==> config.mk <==
export PLATFORM = sky130hd
export DESIGN_NAME = fp_issue_stage
export DESIGN_NICKNAME = d
export VERILOG_FILES = /design/src/rtl/fp_issue_stage.sv
export SDC_FILE = /design/constraint.sdc
export NUM_CORES = 1
export LEC_CHECK = 0
export BUFFER_PORTS_ARGS = -buffer_cell sky130_fd_sc_hd__buf_2
export CAP_MARGIN = 0
export CORE_MARGIN = 10
export CORE_UTILIZATION = 50
export CTS_CLUSTER_SIZE = 40
export DETAILED_ROUTE_END_ITERATION = 10
export GPL_TIMING_DRIVEN = 0
export PLACE_DENSITY = 0.95
export SETUP_SLACK_MARGIN = 0.3
export SKIP_LAST_GASP = 1
export SLEW_MARGIN = 20
export SYNTH_ARGS = -nofsm -noshare
export SYNTH_HDL_FRONTEND = slang
export SYNTH_SLANG_ARGS = --single-unit
==> constraint.sdc <==
create_clock -name clk_i -period 5.65 [get_ports clk_i]
set_input_delay 1.13 -clock clk_i [delete_from_list [all_inputs] [get_ports clk_i]]
set_output_delay 1.13 -clock clk_i [all_outputs]
set_load 0.02 [all_outputs]
==> src/rtl/fp_issue_stage.sv <==
// Issue/sequencing stage in front of the combinational 16-bit FPU: registers one
// operation, holds it stable for a per-class settle window, then presents the result.
package ibex_pkg;
  typedef enum logic [1:0] {
    FP_ALU_ADD = 2'd0,
    FP_ALU_SUB = 2'd1,
    FP_ALU_MUL = 2'd2,
    FP_ALU_MAC = 2'd3
  } fp_alu_op_e;
endpackage

module fp_issue_stage import ibex_pkg::*; #(
  parameter int ADD_LAT = 1,
  parameter int MUL_LAT = 2,
  parameter int TAG_W   = 5
) (
  input  logic             clk_i,
  input  logic             rst_i,
  input  logic             flush_i,
  input  logic             req_valid_i,
  output logic             req_ready_o,
  input  fp_alu_op_e       req_op_i,
  input  logic [15:0]      req_a_i,
  input  logic [15:0]      req_b_i,
  input  logic [TAG_W-1:0] req_tag_i,
  output fp_alu_op_e       fpu_op_o,
  output logic [15:0]      fpu_a_o,
  output logic [15:0]      fpu_b_o,
  input  logic [15:0]      fpu_result_i,
  output logic             resp_valid_o,
  input  logic             resp_ready_i,
  output logic [15:0]      resp_result_o,
  output logic [TAG_W-1:0] resp_tag_o,
  output logic             busy_o
);

  typedef enum logic [1:0] {IDLE, EXEC, DONE} state_e;

  typedef struct packed {
    fp_alu_op_e       op;
    logic [15:0]      a;
    logic [15:0]      b;
    logic [TAG_W-1:0] tag;
  } req_t;

  localparam logic [3:0] ADD_CNT = 4'(ADD_LAT - 1);
  localparam logic [3:0] MUL_CNT = 4'(MUL_LAT - 1);

  state_e      state;
  req_t        held;
  logic [3:0]  cnt;
  logic [15:0] result;
  logic        accept;

  assign req_ready_o = (state == IDLE) | ((state == DONE) & resp_ready_i);
  assign accept      = req_valid_i & req_ready_o & ~flush_i;

  always_ff @(posedge clk_i) begin
    if (rst_i) begin
      state  <= IDLE;
      held   <= '0;
      cnt    <= '0;
      result <= '0;
    end else if (flush_i) begin
      // operand/result registers deliberately keep their values
      state <= IDLE;
    end else begin
      case (state)
        IDLE: ;
        EXEC:
          if (cnt != 4'd0) cnt <= cnt - 4'd1;
          else begin
            result <= fpu_result_i;
            state  <= DONE;
          end
        DONE: if (resp_ready_i) state <= IDLE;
        default: state <= IDLE;
      endcase
      // a new accept (IDLE or consuming DONE) overrides the case above
      if (accept) begin
        held.op  <= req_op_i;
        held.a   <= req_a_i;
        held.b   <= req_b_i;
        held.tag <= req_tag_i;
        cnt      <= (req_op_i inside {FP_ALU_ADD, FP_ALU_SUB}) ? ADD_CNT : MUL_CNT;
        state    <= EXEC;
      end
    end
  end

  assign fpu_op_o      = held.op;
  assign fpu_a_o       = held.a;
  assign fpu_b_o       = held.b;
  assign resp_tag_o    = held.tag;
  assign resp_result_o = result;
  assign resp_valid_o  = (state == DONE);
  assign busy_o        = (state != IDLE);

endmodule

==> impl_metrics.toml <==
[detailed_routing]
wl_per_cell_um = 16.6
drc = 0
drt_iter0_markers = 220
wl_um = 8350
antenna_left = 0
dr.pass1.iters = 4
num_vias = 2820
avgViaCountPerCell = 5.61

[final_layout]
post-route-util_pct = 68.0
drive_gt1_share_pct = 31.2
multiInputGateArea_um2 = 1250
syn_to_final_growth_pct = 31.6
stdcell_area_um2 = 3490
register_area_um2 = 1220
fillers = 437
num-nets-final = 490
n_antenna_cell = 0

[cts]
holdBufCountCts = 0
cts_root_buf = "clkbuf_8"
clockBufferDepth = 2
clock-sinks = 61
cts.clk_slew.worst_paths_ns = 0.06
worstSkewPairLatency_ns = 0.34
post_cts_buffers = 0
tritoncts = "yes"
cts_max_level = 3
cts_made_buffers = 9
ctsResizeCount = 0

[timing]
worstMarginPinSlew_ns = 0.621
hold_viol_final = 0
maxSlewViolCount = 0
skew_ns = 0.00482
tns_ns = 0
holdWs_ns = 0.456
finalCriticalPeriod_ns = 3.41
finalCritPeriodShare_pct = 60.3
setup_viol_count_final = 0
relSlewSlack_pct = 58.3
grt_setup_unrepaired = "no"
fmax_mhz = 294

[power_and_ir_drop]
ir_drop_v = 0.000195
switching_share_pct = 26.9
pwr-share-comb_pct = 14.4
power.switching_mw = 0.251
p_clk_share_pct = 36.7
power_mw = 0.932
p_per_area_nw_per_um2 = 267
pwr-share-seq_pct = 48.9
p_leak_nw = 1.51
internal-power_mw = 0.681

[placed_design]
dp_hpwl_um = 6160
post_dp_cell_area_um2 = 3320
place.gp.congestion = 0.818
port_buffers = 116

[logic_synthesis]
syn-instance-count = 301
ys_warn_count = 0
postSynthAreaPerCell_um2 = 8.82
synth_seq_cells = 61
synthDistinctLibCells = 30
ys_seq_area_share_pct = 46.0
synth_area_um2 = 2650
synth_nets = 363

[setup_path]
slowest_delay_ns = 0.42
worstPathCellList = "buf_2 > nor2b_1 > clkbuf_1 > clkbuf_1 > nor2_1 > buf_2"
path_depth = 6
r2r_slack_ns = 3.50
crit_family = "buffers and inverters"
endpoint_kind = "output pin"
critical_path_class = "input pin to output pin"
worstPathRequired_ns = 4.52
slowest_stage = "clkbuf_1"
critPathLaunchType = "input pin"
worst-path-buf-inv = 4
worstRegToRegCells = 7
critPathMaxFanout = 10
crit_arrival_ns = 2.28

[flow_run]
max_cap_violations = 0

[die]
die_y_um = 92.9
ios = 118
initial_core_util_pct = 51.6
design.core.area_um2 = 5140
die-area_um2 = 8620
core.rowCount = 26
fp.dieW_um = 92.9

[hold_path]
hp-class = "flop to flop"
whs_path_depth = 2

[global_route]
grt_overflow = 0
antenna_found_initial = 0
grt_usage_pct = 18.8
grt_max_degree = 11
grt_pass1_wl_um = 13400
grt_pass1_vias = 2782

[outcome]
status = "finished clean"
## power groups by stage
stage                     clock, mW  sequential (mW)  combinational, mW
after global routing          0.370            0.457              0.147
after floorplan                   0            0.483             0.0604
after CTS                     0.349            0.455              0.134
final                         0.342            0.455              0.134
after global placement            0            0.464              0.130
after detailed placement          0            0.465              0.133
## synthesized netlist by cell type
cell	count	area [um2]
a21bo_2	1	10.0
a21o_1	1	7.51
a21oi_1	43	215
a311oi_1	1	8.76
a31o_1	1	8.76
a31oi_1	1	6.26
buf_2	1	5.00
buf_6	2	22.5
clkbuf_1	35	131
clkinv_1	1	3.75
dfxtp_1	61	1220
ha_1	2	25.0
inv_1	3	11.3
inv_2	1	3.75
mux2i_1	16	160
nand2_1	33	124
nand2b_1	2	12.5
nand3_1	2	10.0
nand4_1	40	250
nand4b_1	1	8.76
nor2_1	1	3.75
nor2b_1	3	18.8
nor3_1	2	10.0
nor3b_2	1	12.5
nor4_4	1	21.3
o31a_1	1	8.76
o31ai_1	40	300
o41ai_1	1	8.76
or2_1	1	6.26
or3b_1	2	17.5
## state kept, by name, summed over array words and instances, names as in the netlist
signal,count
cnt,4
resp_result_o,16
fpu_op_o,2
state,2
resp_tag_o,5
fpu_b_o,16
fpu_a_o,16
## placed cells by master (no fill, tap or decap), types with 2 or more instances in the layout
cell	n
ha_1	2
clkbuf_8	11
buf_2	117
nand2_1	33
nand2b_1	2
nor2b_1	3
mux2i_1	16
buf_6	2
a21oi_1	43
nand3_1	2
dfxtp_1	61
inv_1	3
or3b_1	2
clkbuf_1	39
nor3_1	2
o31ai_1	40
nand4_1	40
## cell families (layout without fill, tap and decap cells)
kind of cell             count (synthesis)  after routing  share of synthesized area [%]
multiplexers                            16             16                           6.03
adder cells (fa/ha/maj)                  2              2                          0.943
flip-flops                              61             61                           46.0
AND/OR/NAND/NOR                         89             89                           18.7
AO/OA/AOI/OAI                           90             90                           21.6
buffers and inverters                   43            175                           6.69
## metal layers
metal | wire length (um) | global-route usage (%) | vias up
met5 | 0 | 0 | -
met4 | 200 | 9.00 | 0
li1 | - | - | 1374
met1 | 3400 | 21.9 | 1300
met2 | 4270 | 31.5 | 125
met3 | 473 | 4.60 | 21
## through the flow
step | instances | setup WS, ns
after global routing | 503 | 2.12
after detailed placement | 487 | 2.27
after floorplan | 301 | 2.66
after global placement | 487 | 2.28
final | 503 | 2.24
after CTS | 503 | 2.26
## area by class of cell
type	instances	area share, %
Multi-Input combinational cell	197	35.9
Sequential cell	61	35.0
Timing Repair Buffer	116	16.6
Clock buffer	15	4.76
Buffer	38	4.55
Tap cell	70	2.51
Inverter	5	0.537
Clock inverter	1	0.143
## final timing paths
kind	startpoint	end
min	resp_result_o[12]	resp_result_o[12]
max reg2reg	cnt[0]	resp_result_o[11]
min reg2reg	resp_result_o[12]	resp_result_o[12]
max	resp_ready_i	req_ready_o
## tightest hold or removal path, delay by kind of cell (launching register included)
kind          cells  cell delay (ns)
mux               1             0.05
simple gates      1             0.05
flops             1             0.31
No activity file was read; power rests on OpenSTA's default activity.
